<file path="src/rtl/pcc_pkg.sv">
// Shared definitions for the PCC receive path: controller states, flit-type
// constants and the flit classifier.
package pcc_pkg;

  localparam int unsigned PCC_DATAW = 66;
  localparam logic [1:0]  PCC_FTYPE_CANCEL = 2'b11;
  localparam int unsigned PCC_HDR_BIT = PCC_DATAW - 1;

  typedef enum logic [1:0] {
    ST_IDLE,
    ST_STREAM,
    ST_DRAIN
  } pcc_state_e;

  typedef enum logic [1:0] {
    FLIT_NONE,
    FLIT_HDR,
    FLIT_PAYLOAD,
    FLIT_CANCEL
  } pcc_flit_e;

  function automatic int unsigned hdr_bit_idx(input int unsigned dataw);
    return dataw - 1;
  endfunction

  // Cancel wins over the header flag, so a cancel may carry either flag value.
  function automatic pcc_flit_e classify(input logic       flit_valid,
                                         input logic       hdr_bit,
                                         input logic [1:0] ftype);
    pcc_flit_e kind;
    kind = FLIT_NONE;
    if (flit_valid) begin
      if (ftype == PCC_FTYPE_CANCEL) kind = FLIT_CANCEL;
      else if (hdr_bit)              kind = FLIT_HDR;
      else                           kind = FLIT_PAYLOAD;
    end
    return kind;
  endfunction

endpackage

</file>
<file path="src/rtl/pcc_rx_ctrl_if.sv">
// Payload stream from the receive controller toward the local sink.
interface pcc_rx_ctrl_if #(
  parameter int unsigned DW = 63
);
  logic [DW-1:0] data;
  logic          valid;
  logic          last;
  logic          ready;

  modport master (output data, output valid, output last, input ready);
  modport slave  (input data, input valid, input last, output ready);
endinterface

</file>
<file path="src/rtl/pcc_rx_fifo2.sv">
// Two-entry payload FIFO with last tag; flush has priority over push and pop.
module pcc_rx_fifo2 #(
  parameter int unsigned W = 63
) (
  input  logic         clk,
  input  logic         reset,
  input  logic         push,
  input  logic [W-1:0] push_data,
  input  logic         push_last,
  input  logic         pop_req,
  input  logic         flush,
  output logic [W-1:0] head_data,
  output logic         head_last,
  output logic [1:0]   count,
  output logic         full,
  output logic         empty
);

  logic [1:0][W-1:0] mem_q, mem_d;
  logic [1:0]        last_q, last_d;
  logic              wr_q, wr_d;
  logic              rd_q, rd_d;
  logic [1:0]        count_q, count_d;
  logic              pop;
  logic              do_push;

  assign full  = (count_q == 2'd2);
  assign empty = (count_q == 2'd0);
  assign count = count_q;
  assign head_data = mem_q[rd_q];
  assign head_last = last_q[rd_q];
  assign pop     = pop_req && !empty && !flush;
  assign do_push = push && !flush && (!full || pop);

  always_comb begin
    mem_d   = mem_q;
    last_d  = last_q;
    wr_d    = wr_q;
    rd_d    = rd_q;
    count_d = count_q;
    if (flush) begin
      wr_d    = 1'b0;
      rd_d    = 1'b0;
      count_d = 2'd0;
    end else begin
      if (pop) rd_d = ~rd_q;
      if (do_push) begin
        mem_d[wr_q]  = push_data;
        last_d[wr_q] = push_last;
        wr_d         = ~wr_q;
      end
      case ({do_push, pop})
        2'b10:   count_d = count_q + 2'd1;
        2'b01:   count_d = count_q - 2'd1;
        default: count_d = count_q;
      endcase
    end
  end

  always_ff @(posedge clk or negedge reset) begin
    if (!reset) begin
      mem_q   <= '0;
      last_q  <= '0;
      wr_q    <= 1'b0;
      rd_q    <= 1'b0;
      count_q <= 2'd0;
    end else begin
      mem_q   <= mem_d;
      last_q  <= last_d;
      wr_q    <= wr_d;
      rd_q    <= rd_d;
      count_q <= count_d;
    end
  end

endmodule

</file>
<file path="src/rtl/pcc_rx_ctrl.sv">
// Receive-side sequencer for the PCC local IP port: tracks one circuit transfer
// from header to last payload and reports pack/fail/cancel back to the router.
module pcc_rx_ctrl
  import pcc_pkg::*;
#(
  parameter int unsigned DATAW = 66,
  parameter int unsigned LENW  = 8,
  parameter int unsigned TMO   = 255
) (
  input  logic             clk,
  input  logic             reset,
  input  logic [DATAW-1:0] PCC_ip_data_i,
  input  logic             PCC_ip_stb_i,
  input  logic             PCC_ip_fwd_i,
  pcc_rx_ctrl_if.master    sink,
  output logic             PCC_ip_pack_o,
  output logic             PCC_ip_fail_o,
  output logic             PCC_ip_cancel_o,
  output logic             PCC_ip_suspend_o,
  output logic             busy_o
);

  localparam int unsigned HDR_BIT = hdr_bit_idx(DATAW);
  localparam int unsigned PAYW    = DATAW - 3;
  localparam int unsigned TMRW    = $clog2(TMO + 1);

  pcc_state_e      state_q, state_d;
  logic [LENW-1:0] rem_q, rem_d;
  logic [TMRW-1:0] timer_q, timer_d;
  logic [TMRW-1:0] timer_inc;
  logic            pack_q, pack_d;
  logic            fail_q, fail_d;
  logic            cancel_q, cancel_d;

  pcc_flit_e       kind;
  logic [LENW-1:0] hdr_len;
  logic            push, push_last, flush;
  logic            sink_pop;
  logic [PAYW-1:0] head_data;
  logic            head_last;
  logic [1:0]      fifo_count;
  logic            fifo_full, fifo_empty;

  assign kind = classify(PCC_ip_stb_i && !PCC_ip_fwd_i,
                         PCC_ip_data_i[HDR_BIT],
                         PCC_ip_data_i[DATAW-2:DATAW-3]);
  assign hdr_len   = PCC_ip_data_i[LENW-1:0];
  assign sink_pop  = !fifo_empty && sink.ready;
  assign timer_inc = timer_q + TMRW'(1);

  pcc_rx_fifo2 #(.W(PAYW)) u_fifo (
    .clk       (clk),
    .reset     (reset),
    .push      (push),
    .push_data (PCC_ip_data_i[PAYW-1:0]),
    .push_last (push_last),
    .pop_req   (sink.ready),
    .flush     (flush),
    .head_data (head_data),
    .head_last (head_last),
    .count     (fifo_count),
    .full      (fifo_full),
    .empty     (fifo_empty)
  );

  always_comb begin
    state_d   = state_q;
    rem_d     = rem_q;
    timer_d   = timer_q;
    pack_d    = 1'b0;
    fail_d    = 1'b0;
    cancel_d  = 1'b0;
    push      = 1'b0;
    push_last = 1'b0;
    flush     = 1'b0;
    case (state_q)
      ST_IDLE: begin
        if (kind == FLIT_HDR) begin
          if (hdr_len != '0) begin
            rem_d   = hdr_len;
            timer_d = '0;
            state_d = ST_STREAM;
          end else begin
            fail_d = 1'b1;
          end
        end
      end
      ST_STREAM: begin
        if (kind == FLIT_CANCEL) begin
          cancel_d = 1'b1;
          flush    = 1'b1;
          state_d  = ST_IDLE;
        end else if (kind == FLIT_HDR) begin
          fail_d  = 1'b1;
          flush   = 1'b1;
          state_d = ST_IDLE;
        end else if (kind == FLIT_PAYLOAD) begin
          // A push into a full FIFO is only legal when the head leaves this cycle.
          if (fifo_full && !sink_pop) begin
            fail_d  = 1'b1;
            flush   = 1'b1;
            state_d = ST_IDLE;
          end else begin
            push    = 1'b1;
            rem_d   = rem_q - LENW'(1);
            timer_d = '0;
            if (rem_q == LENW'(1)) begin
              push_last = 1'b1;
              state_d   = ST_DRAIN;
            end
          end
        end else begin
          timer_d = timer_inc;
          if (timer_inc == TMRW'(TMO)) begin
            timer_d = '0;
            fail_d  = 1'b1;
            flush   = 1'b1;
            state_d = ST_IDLE;
          end
        end
      end
      ST_DRAIN: begin
        if (kind == FLIT_CANCEL) begin
          cancel_d = 1'b1;
          flush    = 1'b1;
          state_d  = ST_IDLE;
        end else if (kind == FLIT_HDR || kind == FLIT_PAYLOAD) begin
          fail_d  = 1'b1;
          flush   = 1'b1;
          state_d = ST_IDLE;
        end else if (sink_pop && head_last) begin
          pack_d  = 1'b1;
          state_d = ST_IDLE;
        end
      end
      default: state_d = ST_IDLE;
    endcase
  end

  always_ff @(posedge clk or negedge reset) begin
    if (!reset) begin
      state_q  <= ST_IDLE;
      rem_q    <= '0;
      timer_q  <= '0;
      pack_q   <= 1'b0;
      fail_q   <= 1'b0;
      cancel_q <= 1'b0;
    end else begin
      state_q  <= state_d;
      rem_q    <= rem_d;
      timer_q  <= timer_d;
      pack_q   <= pack_d;
      fail_q   <= fail_d;
      cancel_q <= cancel_d;
    end
  end

  assign sink.data  = head_data;
  assign sink.valid = !fifo_empty;
  assign sink.last  = head_last && !fifo_empty;

  assign PCC_ip_pack_o    = pack_q;
  assign PCC_ip_fail_o    = fail_q;
  assign PCC_ip_cancel_o  = cancel_q;
  assign PCC_ip_suspend_o = (fifo_count == 2'd2);
  assign busy_o           = (state_q != ST_IDLE);

endmodule

</file>
<file path="src/flat_wrapper.sv">
// flat-port wrapper written by rule: the top's interface ports become plain ports
module pcc_rx_ctrl_flat import pcc_pkg::*;
#(
  parameter int unsigned DATAW = 66,
  parameter int unsigned LENW  = 8,
  parameter int unsigned TMO   = 255
)
  (clk, reset, PCC_ip_data_i, PCC_ip_stb_i, PCC_ip_fwd_i, PCC_ip_pack_o, PCC_ip_fail_o, PCC_ip_cancel_o, PCC_ip_suspend_o, busy_o, sink_data, sink_valid, sink_last, sink_ready);
  pcc_rx_ctrl_if #(.DW(DATAW-3)) sink_i ();
  input  logic clk;
  input  logic reset;
  input  logic [DATAW-1:0] PCC_ip_data_i;
  input  logic PCC_ip_stb_i;
  input  logic PCC_ip_fwd_i;
  output logic PCC_ip_pack_o;
  output logic PCC_ip_fail_o;
  output logic PCC_ip_cancel_o;
  output logic PCC_ip_suspend_o;
  output logic busy_o;
  output wire logic [$bits(sink_i.data)-1:0] sink_data;
  output wire logic [$bits(sink_i.valid)-1:0] sink_valid;
  output wire logic [$bits(sink_i.last)-1:0] sink_last;
  input wire logic [$bits(sink_i.ready)-1:0] sink_ready;
  assign sink_data = sink_i.data;
  assign sink_valid = sink_i.valid;
  assign sink_last = sink_i.last;
  assign sink_i.ready = sink_ready;
  pcc_rx_ctrl #(.DATAW(DATAW), .LENW(LENW), .TMO(TMO)) u_core (.clk(clk), .reset(reset), .PCC_ip_data_i(PCC_ip_data_i), .PCC_ip_stb_i(PCC_ip_stb_i), .PCC_ip_fwd_i(PCC_ip_fwd_i), .sink(sink_i), .PCC_ip_pack_o(PCC_ip_pack_o), .PCC_ip_fail_o(PCC_ip_fail_o), .PCC_ip_cancel_o(PCC_ip_cancel_o), .PCC_ip_suspend_o(PCC_ip_suspend_o), .busy_o(busy_o));
endmodule
</file>
<file path="config.mk">
export PLATFORM = sky130hd
export DESIGN_NAME = pcc_rx_ctrl_flat
export DESIGN_NICKNAME = d
export VERILOG_FILES = /design/src/rtl/pcc_pkg.sv /design/src/rtl/pcc_rx_ctrl_if.sv /design/src/rtl/pcc_rx_fifo2.sv /design/src/rtl/pcc_rx_ctrl.sv /design/src/flat_wrapper.sv
export SDC_FILE = /design/constraint.sdc
export NUM_CORES = 1
export LEC_CHECK = 0
export CAP_MARGIN = 20
export CORE_MARGIN = 5
export CORE_UTILIZATION = 50
export CTS_CLUSTER_DIAMETER = 100
export DETAILED_ROUTE_END_ITERATION = 12
export PLACE_DENSITY = 0.74
export SLEW_MARGIN = 30
export SYNTH_ARGS = -nofsm -noshare
export SYNTH_HDL_FRONTEND = slang
export SYNTH_SLANG_ARGS = --single-unit
</file>
<file path="constraint.sdc">
create_clock -name clk -period 3.7 [get_ports clk]
set_input_delay 0.925 -clock clk [delete_from_list [all_inputs] [get_ports clk]]
set_output_delay 0.925 -clock clk [all_outputs]
set_load 0.01 [all_outputs]
</file>
-- Word level (Yosys, flattened, before mapping)
Cells that the tools add are included.
- bits in registers: 153
- output and inout bits: 70
- add/subtract/negate cells: 4
- magnitude comparators: 3
- equal/unequal tests: 21
- muxes and demuxes: 76
- bitwise operators: 3
- reduce and logical (&&, ||, !) cells: 29
- operators by type and width (operator ; number):
    $mux 63 ; 3
    $bwmux 126 ; 1
    $mux 8 ; 13
    $demux 63 s1 ; 1
    $mux 1 ; 35
    $pmux 8 s2 ; 2
    $mux 2 ; 15
    $eq 2x2->1 const B ; 6
    $logic_and 1x1->1 ; 9
    $add 8x1->8 const B ; 1
    $eq 8x1->1 const B ; 1
    $eq 8x8->1 const B ; 1
    $reduce_bool 2->1 ; 4
    $reduce_bool 8->1 ; 1
    $sub 8x1->8 const B ; 1
    $reduce_and 7->1 ; 1
    $eq 2x1->1 const B ; 3
    $ne 2x1->1 const B ; 3
    $ne 2x2->1 const B ; 3
    $ne 6x4->1 const B ; 1
    $pmux 2 s3 ; 1
    $reduce_and 6->1 ; 1
    $logic_not 1->1 ; 5
    $ne 5x1->1 const B ; 1
    other kinds (18) ; 23

-- Longest topological paths before layout
Gate-level depths: netlist of run 1.
- depth after elaboration: 17
- depth in mapped cells: 15
- gate-level depth less buffers: 15

-- Cells and area by module
Synthesis of run 1 repeated with hierarchy kept, for this count alone.
- cells, all modules: 563
- area, all modules: 7534.7 µm²
- modules (own cells, without submodules) (module ; times used ; cells each ; area each (µm²) ; sequential area each (µm²)):
    pcc_rx_fifo2 ; 1 ; 367 ; 5931.9 ; 3303.2
    pcc_rx_ctrl ; 1 ; 196 ; 1602.8 ; 525.5

-- Least setup slack after synthesis of run 1
Ideal clock, no wire load.
- path type: input port to flip-flop
- start: input PCC_ip_data_i[63]
- end: register u_core.u_fifo.last_q[1]
- arrival time: 3335 ps
- data required time: 3575 ps
- slack: 240 ps
- stages: 11
- path buffers: 2
- path through: a21o_1 -> and2_1 -> inv_1 -> ha_1 -> inv_1 -> or4b_2 -> nand3_1 -> o211a_1 -> buf_6 -> buf_12 -> mux2_4
- word-level cells in the longest chain between the ends: 13
- ends and longest elaborated chain (element ; RTL line ; source):
    start, declared ; flat_wrapper.sv:12 ; input logic [DATAW-1:0] PCC_ip_data_i;
    $eq 2x2->1 * ; pcc_pkg.sv:33 ; if (ftype == PCC_FTYPE_CANCEL) kind = FLIT_CANCEL;
    $mux 2 * ; pcc_pkg.sv:33 ;
    $mux 2 * ; pcc_pkg.sv:32 ; if (flit_valid) begin
    $eq 2x2->1 or $eq 2x1->1 (tied branches) ; pcc_rx_ctrl.sv:97, pcc_rx_ctrl.sv:127, pcc_rx_ctrl.sv:93 ;
    $mux 1 or $logic_or 1x1->1 (tied branches) ; pcc_rx_ctrl.sv:97, pcc_rx_ctrl.sv:127 ;
    $mux 1, on equally long branches ; pcc_rx_ctrl.sv:93, pcc_rx_ctrl.sv:127 ;
    $mux 1, on equally long branches ; pcc_rx_ctrl.sv:89, pcc_rx_ctrl.sv:123 ;
    $pmux 1 s2 ; pcc_rx_ctrl.sv:76 ; case (state_q)
    $logic_not 1->1 ; pcc_rx_fifo2.sv:32, pcc_rx_fifo2.sv:33 ;
    $logic_and 1x1->1 ; pcc_rx_fifo2.sv:32 ; assign pop = pop_req && !empty && !flush;
    $logic_or 1x1->1 ; pcc_rx_fifo2.sv:33 ; assign do_push = push && !flush && (!full || pop);
    $logic_and 1x1->1 ; pcc_rx_fifo2.sv:33 ;
    $reduce_and 2->1 (no source line) ; - ;
    end signal, assigned ; pcc_rx_fifo2.sv:69 ; last_q <= last_d;
    end, declared ; pcc_rx_fifo2.sv:20 ; logic [1:0] last_q, last_d;
Mark *: on every way between the ends. The rest lies on a longest branch, timed or not.
A chain may end at the register's enable or synchronous reset.

-- Worst setup path after layout of run 1
- start: input PCC_ip_data_i[63]
- end: register u_core.u_fifo.mem_q[63] (netlist name)
- word-level cells in the longest chain between the ends: 13
- ends and longest elaborated chain (element ; RTL line ; source):
    $eq 2x2->1 * ; pcc_pkg.sv:33 ;
    $mux 2 * ; pcc_pkg.sv:33 ;
    $mux 2 * ; pcc_pkg.sv:32 ;
    $eq 2x2->1 or $eq 2x1->1 (tied branches) ; pcc_rx_ctrl.sv:97, pcc_rx_ctrl.sv:127, pcc_rx_ctrl.sv:93 ;
    $mux 1 or $logic_or 1x1->1 (tied branches) ; pcc_rx_ctrl.sv:97, pcc_rx_ctrl.sv:127 ;
    $mux 1, on equally long branches ; pcc_rx_ctrl.sv:93, pcc_rx_ctrl.sv:127 ;
    $mux 1, on equally long branches ; pcc_rx_ctrl.sv:89, pcc_rx_ctrl.sv:123 ;
    $pmux 1 s2 ; pcc_rx_ctrl.sv:76 ;
    $logic_not 1->1 ; pcc_rx_fifo2.sv:32, pcc_rx_fifo2.sv:33 ;
    $logic_and 1x1->1 ; pcc_rx_fifo2.sv:32 ;
    $logic_or 1x1->1 ; pcc_rx_fifo2.sv:33 ;
    $logic_and 1x1->1 ; pcc_rx_fifo2.sv:33 ;
    $reduce_and 2->1 (no source line) * ; - ;
    end signal, assigned ; pcc_rx_fifo2.sv:68 ; mem_q <= mem_d;
    end, declared ; pcc_rx_fifo2.sv:19 ; logic [1:0][W-1:0] mem_q, mem_d;
Marked as above.

==> results.sh, run 1 <==
export IMPL_yosys_warnings=0
export IMPL_async_flop_share_pct=100
export IMPL_chipHeight_um=133
export IMPL_routed_wl_mm=16.4
export IMPL_synth_edf_count=0
export IMPL_synthAdderAreaFrac_pct=2.15
export IMPL_grtUsageTotal_pct=19.1
export IMPL_leakagePower_nw=4.39
export IMPL_cts_resized=0
export IMPL_critPathRequiredTime_ps=3990
export IMPL_worst_setup_hold_path_clk_slew_ps=50
export IMPL_clock_latency_ps=420
export IMPL_p_comb_share_pct=44.0
export IMPL_min_period_ps=3420
export IMPL_syn_area_um2=7580
export IMPL_synth_flop_cell="dfrtp_1"
export IMPL_crit_arrival_ps=3710
export IMPL_setup_worst_path_class="in -> reg"
export IMPL_die_w_um=133
export IMPL_power_switching_share_pct=30.0
export IMPL_worstPathMaxFanout=13
export IMPL_cp_top_family="simple AND/OR/NAND/NOR gates"
export IMPL_dp_cells=872
export IMPL_drt_iter0_markers=266
export IMPL_io_pins=141
export IMPL_synthCells=545
export IMPL_reg2reg_from="u_core.state_q[1]"
export IMPL_maxCapViolCount=0
export IMPL_via_per_inst=5.43
export IMPL_area_delta_synth_final_pct=30.8
export IMPL_synth_compound_area_share_pct=4.79
export IMPL_p_switching_mw=2.55
export IMPL_holdBufCountCts=0
export IMPL_nets=787
export IMPL_rr_worst_depth=8
export IMPL_slowest_delay_ps=650
export IMPL_end_kind="flip-flop"
export IMPL_grt_max_degree=58
export IMPL_path_depth=11
export IMPL_diodes=0
export IMPL_grt_pass1_wl_mm=27.5
export IMPL_grt_pass1_vias=5405
export IMPL_syn_nets=629
export IMPL_seqPwrFrac_pct=34.1
export IMPL_vias=4906
export IMPL_fmaxAchievable_ghz=0.292
export IMPL_pre_cts_ws_ps=-130
export IMPL_cts_root_buf="clkbuf_16"
export IMPL_place_congestion=0.895
export IMPL_setup_slack_ps=278
export IMPL_drc_errors=0
export IMPL_seq_area_frac_synth_pct=50.5
export IMPL_avgSynthCellArea_um2=13.9
export IMPL_dr_pass1_iters=4
export IMPL_synth_simple_area_share_pct=6.30
export IMPL_synth_top_family_by_area="multiplexers"
export IMPL_cts_setup_buffers=0
export IMPL_intPower_mw=5.94
export IMPL_numPortBuffers=140
export IMPL_clkPwrFrac_pct=22.0
export IMPL_hold_viol_final=0
export IMPL_n_fill_cell=1066
export IMPL_rrSetupSlack_ps=1090
export IMPL_ant_nets=0
export IMPL_num_rows=45
export IMPL_ir_drop_mv=0.409
export IMPL_tightest_slew_ps=661
export IMPL_gr_total_overflow=0
export IMPL_worstSetupEndpoint="u_core.u_fifo.mem_q[63]"
export IMPL_worstPathCellList="clkdlybuf4s50_1 -> a21o_1 -> and2_1 -> inv_1 -> ha_1 -> inv_1 -> or4b_2 -> nand3_1 -> o211a_4 -> buf_12 -> mux2_2"
export IMPL_fin_skew_ps=9.80
export IMPL_final_core_util_pct=66.0
export IMPL_power_density_nw_per_um2=856
export IMPL_dp_hpwl_mm=11.5
export IMPL_final_layout_size_suffix_gt1_share_pct=35.3
export IMPL_start_util_pct=50.4
export IMPL_cts_tree="yes"
export IMPL_avgRoutedWirePerCell_um=18.2
export IMPL_h_tree_depth=4
export IMPL_dieArea_um2=17700
export IMPL_cts_buffers=17
export IMPL_crit_start="PCC_ip_data_i[63]"
export IMPL_critPathBufInv=4
export IMPL_worstReg2RegEnd="u_core.u_fifo.mem_q[26]"
export IMPL_cts_max_path_buffers=2
export IMPL_muxShareOfSynthArea_pct=31.9
export IMPL_ys_seq_elements=153
export IMPL_status="completed"
export IMPL_setup_viol=0
export IMPL_clock_sink_count=153
export IMPL_critPathLaunchType="input port"
export IMPL_ys_types=52
export IMPL_crit_top_cell="inv_1"
export IMPL_crit_slowest_cell="or4b_2"
export IMPL_slew_violations=0
export IMPL_rsz0062_at_grt="false"
export IMPL_hp_class="in -> async"
export IMPL_fin_cells=904
export IMPL_synth_xor_area_share_pct=0.578
export IMPL_period_share_pct=92.5
export IMPL_setup_tns_ps=0
export IMPL_slew_limit_headroom_pct=56.0
export IMPL_core_area_um2=15000
export IMPL_antenna_found_initial=0
routing by layer:
layer	global-route usage [%]	vias to the layer above	routed length, um
li1	-	2292	-
met1	24.6	2465	7420
met2	32.4	130	8140
met3	3.89	19	608
met4	6.63	0	255
met5	0	-	0
final cells by class:
class | count | area, um^2 | area share, %
flip-flops and latches | 153 | 3830 | 38.6
multi-input cells | 351 | 3470 | 35.0
repair buffers | 165 | 1680 | 16.9
clock buffers | 25 | 505 | 5.10
well taps | 188 | 235 | 2.37
clock inverters | 7 | 138 | 1.39
inverters | 15 | 56.3 | 0.568
state kept, by name (all words and copies together), names as in the netlist:
name                    count
u_core.PCC_ip_pack_o        1
u_core.u_fifo.rd_q          1
u_core.state_q              2
u_core.u_fifo.wr_q          1
u_core.PCC_ip_fail_o        1
u_core.u_fifo.last_q        2
u_core.rem_q                8
u_core.u_fifo.mem_q       126
u_core.u_fifo.count         2
u_core.PCC_ip_cancel_o      1
u_core.timer_q              8
Yosys cell counts (2+ instances only):
library cell	n	area, um^2
nor3b_1	4	30.0
nor4_1	3	18.8
a21o_1	2	15.0
xnor2_1	3	26.3
nand4_1	2	12.5
o211ai_1	4	30.0
buf_4	8	60.1
o22ai_1	8	50.1
nand3b_1	2	15.0
a21boi_0	2	15.0
dfrtp_1	153	3830
nor2b_1	2	12.5
inv_1	15	56.3
a21oi_1	9	45.0
mux2_2	127	1430
or2_2	2	12.5
nor3_1	6	30.0
and2_1	3	18.8
or3_1	2	12.5
ha_1	13	163
buf_12	6	120
o21ai_0	16	80.1
nand2b_1	7	43.8
clkbuf_1	11	41.3
a211oi_1	2	15.0
mux2_4	60	901
xor2_1	2	17.5
nor2_1	14	52.6
mux2_1	5	56.3
nand2_1	16	60.1
nand3_1	13	65.1
mux2i_1	3	30.0
worst min path at each step:
stage,end,from,slack (ps),cells past startpoint
finish,u_core.u_fifo.mem_q[71],reset,470,1
global route,u_core.u_fifo.mem_q[71],reset,500,1
CTS,u_core.u_fifo.mem_q[78],reset,490,1
detailed placement,u_core.u_fifo.mem_q[0],u_core.u_fifo.mem_q[0],480,1
global placement,u_core.u_fifo.mem_q[26],u_core.u_fifo.mem_q[26],470,1
floorplan,u_core.u_fifo.mem_q[0],u_core.u_fifo.mem_q[0],460,1
cell families after synthesis:
family                   Yosys count
multiplexers                     195
flip-flops                       153
AND/OR/NAND/NOR                   85
AO/OA/AOI/OAI                     53
buffers and inverters             41
adder cells (fa/ha/maj)           13
XOR/XNOR                           5
power groups by stage:
stage / registers, mW / clock network, mW / logic [mW]
2_1_floorplan: 2.74 / 0 / 2.31
3_3_place_gp: 2.85 / 0 / 3.66
3_5_place_dp: 2.90 / 0 / 3.75
4_1_cts: 2.89 / 1.90 / 3.78
5_1_grt: 2.98 / 1.98 / 4.01
6_report: 2.89 / 1.86 / 3.73
through the flow:
| step | power [mW] | instance area [um^2] | hold WS (ps) |
|---|---|---|---|
| finish | 8.49 | 9910 | 475 |
| detailed placement | 6.65 | 9270 | 481 |
| global placement | 6.51 | 9270 | 469 |
| global route | 8.97 | 9910 | 505 |
| floorplan | 5.05 | 7580 | 460 |
| CTS | 8.57 | 9910 | 493 |
cell usage in the layout (no fill, tap or decap), types with 5 or more instances in the layout:
| cell type | count |
|---|---|
| nand3_1 | 13 |
| buf_12 | 7 |
| nor3_1 | 6 |
| dfrtp_1 | 152 |
| nand2b_1 | 7 |
| nand2_1 | 16 |
| mux2_1 | 5 |
| o22ai_1 | 8 |
| clkdlybuf4s50_1 | 139 |
| ha_1 | 13 |
| inv_1 | 15 |
| clkbuf_16 | 17 |
| a21oi_1 | 9 |
| o21ai_0 | 16 |
| nor2_1 | 14 |
| buf_4 | 18 |
| clkbuf_8 | 5 |
| mux2_4 | 60 |
| mux2_2 | 127 |
No activity file was read; power rests on OpenSTA's default activity.
==> run 2, diff against run 1 <==
--- a/config.mk
+++ b/config.mk
@@ -10,6 +10,7 @@
 export CORE_UTILIZATION = 50
 export CTS_CLUSTER_DIAMETER = 100
 export DETAILED_ROUTE_END_ITERATION = 12
+export GPL_TIMING_DRIVEN = 1
 export PLACE_DENSITY = 0.74
 export SLEW_MARGIN = 30
 export SYNTH_ARGS = -nofsm -noshare
==> results of run 2 <==
Same layout as run 1: the final DEF is identical, and so are final timing and power.
==> run 3, diff against run 2 <==
--- a/config.mk
+++ b/config.mk
@@ -5,12 +5,11 @@
 export SDC_FILE = /design/constraint.sdc
 export NUM_CORES = 1
 export LEC_CHECK = 0
-export CAP_MARGIN = 20
+export CAP_MARGIN = 15
 export CORE_MARGIN = 5
 export CORE_UTILIZATION = 50
 export CTS_CLUSTER_DIAMETER = 100
 export DETAILED_ROUTE_END_ITERATION = 12
-export GPL_TIMING_DRIVEN = 1
 export PLACE_DENSITY = 0.74
 export SLEW_MARGIN = 30
 export SYNTH_ARGS = -nofsm -noshare
==> results of run 3 <==
Same layout as run 1: the final DEF is identical, and so are final timing and power.
